$ cat src/rtl/usb_phy_pkg.sv
// rtl/usb_phy_pkg.sv - shared state encoding and default timing for the USB 2.0 bus-event sequencer
// Defaults assume a 60 MHz UTMI clock.
package usb_phy_pkg;

  typedef enum logic [2:0] {
    FS_IDLE,
    RST_DET,
    RST_HOLD,
    CHIRP_K,
    CHIRP_WAIT,
    HS_ACT,
    HS_REVERT,
    SUSPEND
  } chirp_state_e;

  localparam int DEF_CNT_W     = 18;
  localparam int DEF_T_RST_DET = 150;
  localparam int DEF_T_CHIRP_K = 60000;
  localparam int DEF_T_FILT    = 150;
  localparam int DEF_T_WTFS    = 120000;
  localparam int DEF_T_HS_IDLE = 180000;
  localparam int DEF_T_REVERT  = 6000;
  localparam int DEF_T_SUSP    = 180000;

endpackage

$ cat src/rtl/chirp_run_filter.sv
// rtl/chirp_run_filter.sv - consecutive-level run counter with a one-cycle done pulse
// o_done fires on the THRESH-th consecutive cycle of i_level; the run then restarts from zero.
module chirp_run_filter #(
  parameter int THRESH = 150,
  parameter int W      = $clog2(THRESH + 1)
) (
  input  logic i_clk,
  input  logic i_rst_n,
  input  logic i_clr,
  input  logic i_level,
  output logic o_done
);

  logic [W-1:0] cnt;

  assign o_done = !i_clr && i_level && (cnt == W'(THRESH - 1));

  always_ff @(posedge i_clk or negedge i_rst_n) begin
    if (!i_rst_n) begin
      cnt <= '0;
    end else if (i_clr || !i_level || o_done) begin
      cnt <= '0;
    end else begin
      cnt <= cnt + W'(1);
    end
  end

endmodule

$ cat src/rtl/hs_chirp_controller.sv
// rtl/hs_chirp_controller.sv - device-side bus reset qualification, HS chirp handshake and HS idle revert
// HS_CHIRP_SUSPEND_EN adds FS J-idle suspend detection and the SUSPEND state.
module hs_chirp_controller
  import usb_phy_pkg::*;
#(
  parameter int CNT_W     = DEF_CNT_W,
  parameter int T_RST_DET = DEF_T_RST_DET,
  parameter int T_CHIRP_K = DEF_T_CHIRP_K,
  parameter int T_FILT    = DEF_T_FILT,
  parameter int T_WTFS    = DEF_T_WTFS,
  parameter int T_HS_IDLE = DEF_T_HS_IDLE,
  parameter int T_REVERT  = DEF_T_REVERT
`ifdef HS_CHIRP_SUSPEND_EN
  ,
  parameter int T_SUSP    = DEF_T_SUSP
`endif
) (
  input  logic i_clk,
  input  logic i_rst_n,
  input  logic i_se0,
  input  logic i_j_state,
  input  logic i_k_state,
  input  logic i_squelch,
  input  logic i_hs_en,
  output logic o_hs_mode,
  output logic o_term_sel,
  output logic o_chirp_k,
  output logic o_bus_reset,
  output logic o_hs_dev,
  output logic o_suspend
);

  chirp_state_e state_q, state_d;
  logic [CNT_W-1:0] tmr_q, tmr_d, tmr_inc;
  logic [1:0] pairs_q, pairs_d;
  logic exp_k_q, exp_k_d;
  logic hs_dev_q, hs_dev_d;
  logic bus_reset_d;
  logic resume_q, resume_d;
  logic flt_done;

  assign tmr_inc  = (&tmr_q) ? tmr_q : tmr_q + CNT_W'(1);
  assign o_hs_dev = hs_dev_q;

  chirp_run_filter #(
    .THRESH (T_FILT)
  ) u_flt (
    .i_clk   (i_clk),
    .i_rst_n (i_rst_n),
    .i_clr   (state_q != CHIRP_WAIT),
    .i_level (exp_k_q ? i_k_state : i_j_state),
    .o_done  (flt_done)
  );

  always_comb begin
    state_d     = state_q;
    tmr_d       = tmr_inc;
    pairs_d     = pairs_q;
    exp_k_d     = exp_k_q;
    hs_dev_d    = hs_dev_q;
    bus_reset_d = 1'b0;
    resume_d    = 1'b0;
    case (state_q)
      FS_IDLE: begin
`ifdef HS_CHIRP_SUSPEND_EN
        tmr_d = i_j_state ? tmr_inc : '0;
        if (i_se0) state_d = RST_DET;
        else if (i_j_state && tmr_q == CNT_W'(T_SUSP - 1)) state_d = SUSPEND;
`else
        tmr_d = '0;
        if (i_se0) state_d = RST_DET;
`endif
      end
      RST_DET: begin
        if (!i_se0) begin
          state_d = FS_IDLE;
        end else if (tmr_q == CNT_W'(T_RST_DET - 1)) begin
          bus_reset_d = 1'b1;
          hs_dev_d    = 1'b0;
          state_d     = i_hs_en ? CHIRP_K : RST_HOLD;
        end
      end
      RST_HOLD: if (!i_se0) state_d = FS_IDLE;
      CHIRP_K: begin
        // Arm the host KJ tracker so CHIRP_WAIT starts clean.
        pairs_d = '0;
        exp_k_d = 1'b1;
        if (tmr_q == CNT_W'(T_CHIRP_K - 1)) state_d = CHIRP_WAIT;
      end
      CHIRP_WAIT: begin
        if (flt_done) begin
          exp_k_d = !exp_k_q;
          if (!exp_k_q) pairs_d = pairs_q + 2'd1;
        end
        // A pair completing on the timeout cycle still wins.
        if (flt_done && !exp_k_q && pairs_q == 2'd2) begin
          state_d  = HS_ACT;
          hs_dev_d = 1'b1;
        end else if (tmr_q == CNT_W'(T_WTFS - 1)) begin
          state_d = FS_IDLE;
        end
      end
      HS_ACT: begin
        tmr_d = i_squelch ? tmr_inc : '0;
        if (i_squelch && tmr_q == CNT_W'(T_HS_IDLE - 1)) state_d = HS_REVERT;
      end
      HS_REVERT: begin
        if (tmr_q == CNT_W'(T_REVERT - 1)) begin
`ifdef HS_CHIRP_SUSPEND_EN
          state_d = i_se0 ? RST_DET : SUSPEND;
`else
          state_d = i_se0 ? RST_DET : HS_ACT;
`endif
        end
      end
`ifdef HS_CHIRP_SUSPEND_EN
      SUSPEND: begin
        resume_d = resume_q || i_k_state;
        if (i_se0) state_d = RST_DET;
        else if (resume_q && !i_k_state) state_d = hs_dev_q ? HS_ACT : FS_IDLE;
      end
`endif
      default: state_d = FS_IDLE;
    endcase
    if (state_d != state_q) tmr_d = '0;
  end

  always_ff @(posedge i_clk or negedge i_rst_n) begin
    if (!i_rst_n) begin
      state_q     <= FS_IDLE;
      tmr_q       <= '0;
      pairs_q     <= '0;
      exp_k_q     <= 1'b1;
      hs_dev_q    <= 1'b0;
      o_hs_mode   <= 1'b0;
      o_term_sel  <= 1'b1;
      o_chirp_k   <= 1'b0;
      o_bus_reset <= 1'b0;
    end else begin
      state_q     <= state_d;
      tmr_q       <= tmr_d;
      pairs_q     <= pairs_d;
      exp_k_q     <= exp_k_d;
      hs_dev_q    <= hs_dev_d;
      o_hs_mode   <= (state_d == HS_ACT);
      o_term_sel  <= (state_d != HS_ACT);
      o_chirp_k   <= (state_d == CHIRP_K);
      o_bus_reset <= bus_reset_d;
    end
  end

`ifdef HS_CHIRP_SUSPEND_EN
  always_ff @(posedge i_clk or negedge i_rst_n) begin
    if (!i_rst_n) begin
      resume_q  <= 1'b0;
      o_suspend <= 1'b0;
    end else begin
      resume_q  <= resume_d;
      o_suspend <= (state_d == SUSPEND);
    end
  end
`else
  assign resume_q  = resume_d;
  assign o_suspend = 1'b0;
`endif

endmodule

$ cat config.mk
export PLATFORM = sky130hd
export DESIGN_NAME = hs_chirp_controller
export DESIGN_NICKNAME = d
export VERILOG_FILES = /design/src/rtl/usb_phy_pkg.sv /design/src/rtl/chirp_run_filter.sv /design/src/rtl/hs_chirp_controller.sv
export SDC_FILE = /design/constraint.sdc
export NUM_CORES = 1
export LEC_CHECK = 0
export ABC_AREA = 0
export CORE_MARGIN = 5
export CORE_UTILIZATION = 57
export CTS_BUF_LIST = sky130_fd_sc_hd__clkbuf_2 sky130_fd_sc_hd__clkbuf_4 sky130_fd_sc_hd__clkbuf_8
export DETAILED_ROUTE_END_ITERATION = 10
export PLACE_DENSITY = 0.73
export SLEW_MARGIN = 30
export SYNTH_ARGS = -nofsm -noshare
export SYNTH_HDL_FRONTEND = slang
export SYNTH_SLANG_ARGS = --single-unit
$ cat constraint.sdc
create_clock -name i_clk -period 3.55 [get_ports i_clk]
set_clock_uncertainty 0.15 [all_clocks]
set_input_delay 0.71 -clock i_clk [delete_from_list [all_inputs] [get_ports i_clk]]
set_output_delay 0.71 -clock i_clk [all_outputs]
set_load 0.005 [all_outputs]
Yosys cells after proc, flatten, opt, wreduce, memory -nomap -nowiden
Index checks and enable logic that the tools add are counted.
Widths: inputs -> output; s select.

cells by class
  add/sub/neg operators = 3
  multiplexer cells = 30
  reduce and logical (&&, ||, !) cells = 17
  eq/ne operators = 23

operators with widths
  operator               count
  $mux 18                3
  $pmux 18 s2            1
  $mux 3                 10
  $pmux 3 s7             1
  $add 18x1->18 const B  1
  $eq 18x13->1 const B   1
  $eq 18x16->1 const B   1
  $eq 18x17->1 const B   1
  $eq 18x18->1 const B   1
  $eq 18x8->1 const B    1
  $reduce_and 18->1      1
  $eq 3x3->1 const B     4
  $ne 2x2->1 const B     5
  $eq 3x2->1 const B     3
  $mux 1                 9
  $add 8x1->8 const B    1
  $eq 8x8->1 const B     1
  $mux 8                 1
  $ne 3x3->1 const B     2
  $logic_and 1x1->1      5
  $mux 2                 2
  $pmux 1 s2             2
  $pmux 2 s2             1
  $reduce_and 4->1       1
  other kinds (10)       14

word-level totals
  register bits after elaboration = 37
  logic and storage cells = 83
  output and inout port bits = 6

Depth between registers and ports, before layout
Gate-level depths: netlist (run 1).

  word-level depth = 10
  mapped depth = 9

Cells and area by module
From an unflattened synthesis (run 1), not the netlist that was laid out.

second synthesis, totals
  cell total of the unflattened synthesis = 244
  area total of the unflattened synthesis = 2368.5 um2

by module, submodules not included
  module               sequential area each (um2)  cells each  times used  area an instance (um2)
  hs_chirp_controller  728.2                       204         1           1956.9
  chirp_run_filter     200.2                       40          1           411.6

Worst setup path before layout (run 1)
Ideal clock, no wire load.

  path type = reg2reg
  start point = register tmr_q[0]
  end point = register tmr_q[6]
  arrival = 2289 ps
  data required time = 3278 ps
  cell stages (with the launch flop) = 9
  setup slack = 988 ps
  cell sequence = dfrtp_1 ha_1 nand4b_1 or4_1 o31ai_1 nor4_4 xnor2_4 buf_6 nor3_2

on the way
  cells in the longest elaborated chain, start to end = 6
  elaborated cells on any way between the ends = 21
  classes of those cells = add/sub: 1; eq/ne: 6; mux: 12; reduce/logical: 2

RTL lines
  item                                                                   line                        RTL
  from (decl)                                                            hs_chirp_controller.sv:34   logic [CNT_W-1:0] tmr_q, tmr_d, tmr_inc;
  from (signal assigned)                                                 hs_chirp_controller.sv:141  tmr_q <= tmr_d;
  parallel branches: the longest is 5 deep, another holds $add 18x1->18  -
  $mux 18 (*)                                                            hs_chirp_controller.sv:125  if (state_d != state_q) tmr_d = '0;
  net tmr_d[6]                                                           hs_chirp_controller.sv:34

Mark *: on every way through the listed nets, which the timed path passes.
A chain may end at the register's enable or synchronous reset.

Worst setup path after layout (run 1)
  start point = register tmr_q[0]
  end point = register tmr_q[16]

Same word-level chain as after synthesis.

==> results.toml, run 1 <==
[global_routing]
grt_pass1_wl_um = 8760
grt_pass1_vias = 1794
grtUsageTotal_pct = 18.2
globalRouteOverflowTotal = 0
antenna_found_initial = 0
grtUsageMet3_pct = 4.26
use_met2_pct = 28.2
grt_max_degree = 38
grt.busiest_layer = "met2"
use_met1_pct = 25.7

[setup_path]
critPathRequiredTime_ps = 3600
worstSetupStartpointType = "flop"
slowest_stage = "or4_1"
critPathKind = "reg2reg"
arrival_ps = 3060
path_cells = "ha_1 -> nand4b_1 -> or4_1 -> o31ai_1 -> nor4_4 -> xnor2_4 -> buf_4 -> nor4b_2"
cp_top_family = "simple AND/OR/NAND/NOR gates"
path_buf_inv = 1
worstSetupEndpointType = "flop"
cp_max_fo = 18
startpoint = "tmr_q[0]"
crit_path_max_incr_delay_ps = 580
rr_startpoint = "tmr_q[0]"

[synth]
synth.cell_area_mm2 = 0.00249
synth_ff_type = "dfrtp_1"
avgSynthCellArea_um2 = 9.67
yosysSeqAreaShare_pct = 37.2
synth_area_leaders = "dfrtp_1 35%, xor2_1 4.2%, nand2_1 4.1%"
syn_inst = 258
ys_async_sr_fraction_pct = 100
yosys_warnings = 0
yosysTopAreaCell = "dfrtp_1"
synth_edf_count = 0
netlist.area_leader.share_pct = 35.1
ys_types = 61
syn-num-nets = 270
ys_ff_latch = 37

[sta]
min_period_ps = 3020
max_clock_freq_mhz = 332
worstMarginPinSlew_ps = 582
hold_violations = 0
tns_ps = 0
rsz0062_at_grt = "no"
setup_ws_ps = 534
relSlewSlack_pct = 60.2
setup_violations = 0
finalMaxSlewViolations = 0
period_share_pct = 85.0

[power_and_ir_drop]
p_leak_uw = 0.00105
ir_worst_vdd_mv = 0.182
powerDensity_mw_per_mm2 = 315
total_power_uw = 852

[clock_tree]
cts_setup_buffers = 0
cts-hold-fix-buffers = 0
clock-sinks = 37
numCtsBuffers = 5
h-tree-depth = 2
clock_path_buffers = 2
cts_root_buffer = "clkbuf_8"
cts_resized = 0
tritoncts = "yes"
clkLatencyLatePin_ps = 290
cts.clk_slew.worst_paths_ps = 70

[layout]
antennaDiodeCount = 0
post-route-util_pct = 62.9
layout_common_cells = "35 x dfrtp_1, 27 x nand2_1, 21 x nor2_1, 20 x nand3_1, 12 x xor2_1"
drive_gt1_share_pct = 17.1
synthToLayoutAreaGrowth_pct = 8.27
multiInputGateArea_mm2 = 0.00142
nFillCells = 371
final_common_cell = "dfrtp_1"
register_area_um2 = 928
nets = 280

[placement]
portBuffers = 11
place.gp.congestion = 0.895
place_ws_ps = 529
dp_hpwl_um = 3550

[drt]
drc = 0
drt-vias-per-instance = 5.98
dr.pass1.iters = 4
drt_iter0_drc = 107
vias = 1918
final_antenna_net_count = 0
routed_wl_um = 4980
wl_per_cell_um = 15.5

[floorplanning]
dieHeight_um = 76.2
dieArea_mm2 = 0.00580
dieWidth_um = 76.2
core-area_mm2 = 0.00429
fp-row-count = 24
initial_utilization_pct = 58.1
io_pins = 13

[run]
drv_cap = 0

[worst_hold_path]
hold_class = "in2async"

[status]
status = "finished clean"
[through the flow]
stage | hold WS, ps | std cells | instance area, µm²
floorplan | 264 | 258 | 2490
global placement | 321 | 313 | 2590
detailed placement | 346 | 313 | 2590
CTS | 363 | 321 | 2700
global route | 262 | 321 | 2700
finish | 214 | 321 | 2700
[synthesized netlist by cell type, types with 2 or more instances]
cell type,n
nor3_2,10
nor4_1,6
nand3b_1,3
or4_1,4
clkbuf_1,2
o21ai_0,7
a311oi_1,2
nand3_1,20
nor4b_2,2
nor4bb_1,2
xnor2_1,7
and2_1,2
nand4b_1,4
nor4_4,2
or2_2,2
o2111ai_1,5
nand2b_1,2
nand2_1,27
xor2_1,12
or3b_1,2
buf_6,5
nand4_1,5
and3_2,3
inv_1,8
a31oi_1,2
and3_1,3
nor3_1,11
ha_1,5
buf_4,3
dfrtp_1,35
nor2_1,21
dfstp_2,2
nor3b_1,3
mux2i_1,2
[sequential cells by signal, indices dropped and copies added (netlist names)]
signal and count:
o_term_sel 1, o_hs_mode 1, o_bus_reset 1, exp_k_q 1, o_chirp_k 1, tmr_q 18, o_hs_dev 1, u_flt.cnt 8
pairs_q 2, state_q 3
[final timing paths]
path                              end  slack (ps)  depth (start not counted)
setup / recovery            tmr_q[16]         530                          8
hold / removal               tmr_q[3]         210                          1
setup reg to reg            tmr_q[16]         530                          8
hold reg to reg            pairs_q[1]         350                          2
max in group asynchronous  o_term_sel        2680                          1
min in group i_clk         pairs_q[1]         350                          2
[report_power, final]
group          leakage (µW)  internal (µW)  total [µW]  switching (µW)
registers          0.000502            426         430            4.51
clock network     0.0000586            216         368             151
logic              0.000488           20.4        54.2            33.8
[cell families after synthesis]
kind of cell               synth area share, %
buffers and inverters                     5.82
muxes                                     1.81
AOI/OAI and AO/OA                         8.53
DFF                                       37.2
and+or+nand+nor                           36.2
xor gates and xnor gates                  7.77
adders and majority gates                 2.51
other                                    0.150
[area by class of cell]
class	instances	area share (%)
Sequential cell	37	34.4
Clock buffer	6	2.83
Inverter	8	1.11
Multi-Input combinational cell	200	52.6
Clock inverter	2	1.30
Timing Repair Buffer	16	5.37
Tap cell	52	2.41
[metal layers]
layer / routed length (µm) / share of wire [%]
met1: 2340 / 47
met2: 2230 / 45
met3: 356 / 7.1
met4: 48 / 0.96
met5: 0 / 0
(Power assumes the default switching activity.)
==> inputs of run 2 (changes only) <==
Settings changed: CORE_UTILIZATION 57 to 56, PLACE_DENSITY 0.73 to 0.75.
Clock period 3.55 ns to 2.7 ns, I/O delays scaled along.
==> run 2 against run 1 <==
Effect of this change: register-to-register slack got worse by 420 ps; worst setup slack worse by 420 ps; final area increased by 8.9%; die area is 1.5% higher; non-clock buffer count is 20 higher.
==> results.toml, run 2 (synthesis results as in run 1) <==
[clock_tree]
clkLatencyLatePin_ps = 290
cts_root_buffer = "clkbuf_8"
clock_path_buffers = 2
cts.clk_slew.worst_paths_ps = 70
numCtsBuffers = 5
h-tree-depth = 2
tritoncts = "yes"
clock-sinks = 37

[drt]
drt_iter0_drc = 217
vias = 2092
final_antenna_net_count = 0
drt-vias-per-instance = 6.13
wl_per_cell_um = 16.9
dr.pass1.iters = 6
drc = 0
routed_wl_um = 5760

[global_routing]
globalRouteOverflowTotal = 0
grt_pass1_wl_um = 9570
grtUsageTotal_pct = 20.0
antenna_found_initial = 0
grt_max_degree = 38
grt_pass1_vias = 1919

[floorplanning]
dieArea_mm2 = 0.00589
core-area_mm2 = 0.00432
initial_utilization_pct = 57.7
fp-row-count = 24
dieWidth_um = 76.7
io_pins = 13
dieHeight_um = 76.7

[setup_path]
critPathRequiredTime_ps = 2750
critPathKind = "reg2reg"
cp_max_fo = 7
rr_startpoint = "tmr_q[0]"
path_cells = "ha_1 -> nand4b_1 -> or4_4 -> o31ai_4 -> nor4_4 -> buf_4 -> xnor2_4 -> buf_12 -> nor4b_2"
worstSetupStartpointType = "flop"
ff2ff_setup_slack_ps = 110
r2r_cells = 9
r2r_end = "tmr_q[16]"
worstSetupEndpointType = "flop"
crit_path_max_incr_delay_ps = 560
slowest_stage = "or4_4"
arrival_ps = 2640

[power_and_ir_drop]
ir_worst_vdd_mv = 0.237
total_power_uw = 1140
p_leak_uw = 0.00118
powerDensity_mw_per_mm2 = 388

[layout]
top_regs = "tmr_q (18), u_flt.cnt (8), state_q (3)"
post-route-util_pct = 68.0
final_common_cell = "dfrtp_1"
synthToLayoutAreaGrowth_pct = 17.9
nets = 300
antennaDiodeCount = 0
largest-register = "tmr_q"
largest_reg_flops = 18
layout_common_cells = "35 x dfrtp_1, 27 x nand2_1, 22 x buf_4, 21 x nor2_1, 20 x nand3_1"
multiInputGateArea_mm2 = 0.00146
nFillCells = 337
register_area_um2 = 928
drive_gt1_share_pct = 24.9

[sta]
hold_violations = 0
worstMarginPinSlew_ps = 715
relSlewSlack_pct = 51.9
min_period_ps = 2590
setup_violations = 0
finalMaxSlewViolations = 0
period_share_pct = 95.9
holdWs_ps = 48.0
max_clock_freq_mhz = 386

[placement]
place.gp.congestion = 0.922
dp_hpwl_um = 3950
portBuffers = 11

[worst_hold_path]
hold_class = "in2async"

[status]
status = "finished clean"

[run]
drv_cap = 0
## run 2: worst max-delay path, delay by kind of cell, from the launching register on
| kind | cells | cell delay, ps |
|---|---|---|
| adders and majority gates | 1 | 180 |
| AOI/OAI and AO/OA | 1 | 290 |
| buffers and inverters | 2 | 310 |
| and+or+nand+nor | 4 | 1020 |
| xor gates and xnor gates | 1 | 170 |
| DFF | 1 | 350 |
## run 2: layout make-up
type | count | share of cell area, %
multi-input cells | 200 | 49.7
repair buffers | 36 | 11.7
clock buffers | 6 | 2.59
inverters | 8 | 1.02
clock inverters | 2 | 1.19
well taps | 52 | 2.21
flip-flops and latches | 37 | 31.6
## run 2: where the power goes
| part | switching, µW | leakage (µW) | total, µW | internal, µW |
|---|---|---|---|---|
| clock network | 199 | 0.0000586 | 483 | 284 |
| registers | 3.76 | 0.000502 | 563 | 560 |
| logic | 52.4 | 0.000615 | 96.4 | 44.0 |
| total | 255 | 0.00118 | 1140 | 888 |
## run 2: through the flow
| step | TNS, ps | cells | setup slack (ps) | cell area [µm²] |
|---|---|---|---|---|
| 2_1_floorplan | 0 | 258 | 138 | 2490 |
| 3_3_place_gp | 0 | 331 | 4.96 | 2760 |
| 3_5_place_dp | -652 | 331 | -119 | 2760 |
| 4_1_cts | 0 | 341 | 53.6 | 2900 |
| 5_1_grt | -26.6 | 341 | -17.8 | 2940 |
| 6_report | 0 | 341 | 109 | 2940 |
## run 2: what timing repair did
item	4_1_cts	5_1_grt
hold buffers	0	0
endpoints found under the setup margin	8	18
setup buffers	2	0
resized for setup	1	6
pin swaps	2	1
endpoints found under the hold margin	0	0
## run 2: metal layers
layer / global-route usage (%) / share of wire (%) / up-vias
met4: 8.74 / 2.7 / 0
met3: 2.81 / 5.4 / 17
met5: 0 / 0 / -
met1: 29.3 / 47 / 994
met2: 29.2 / 45 / 80
li1: - / - / 1001
## run 2: worst max path at each step
stage	end	start	slack, ps
6_report	tmr_q[16]	tmr_q[0]	110
5_1_grt	tmr_q[5]	tmr_q[10]	-20
4_1_cts	tmr_q[16]	tmr_q[0]	50
3_5_place_dp	tmr_q[4]	i_squelch	-120
3_3_place_gp	tmr_q[2]	i_squelch	5
2_1_floorplan	tmr_q[6]	tmr_q[0]	140
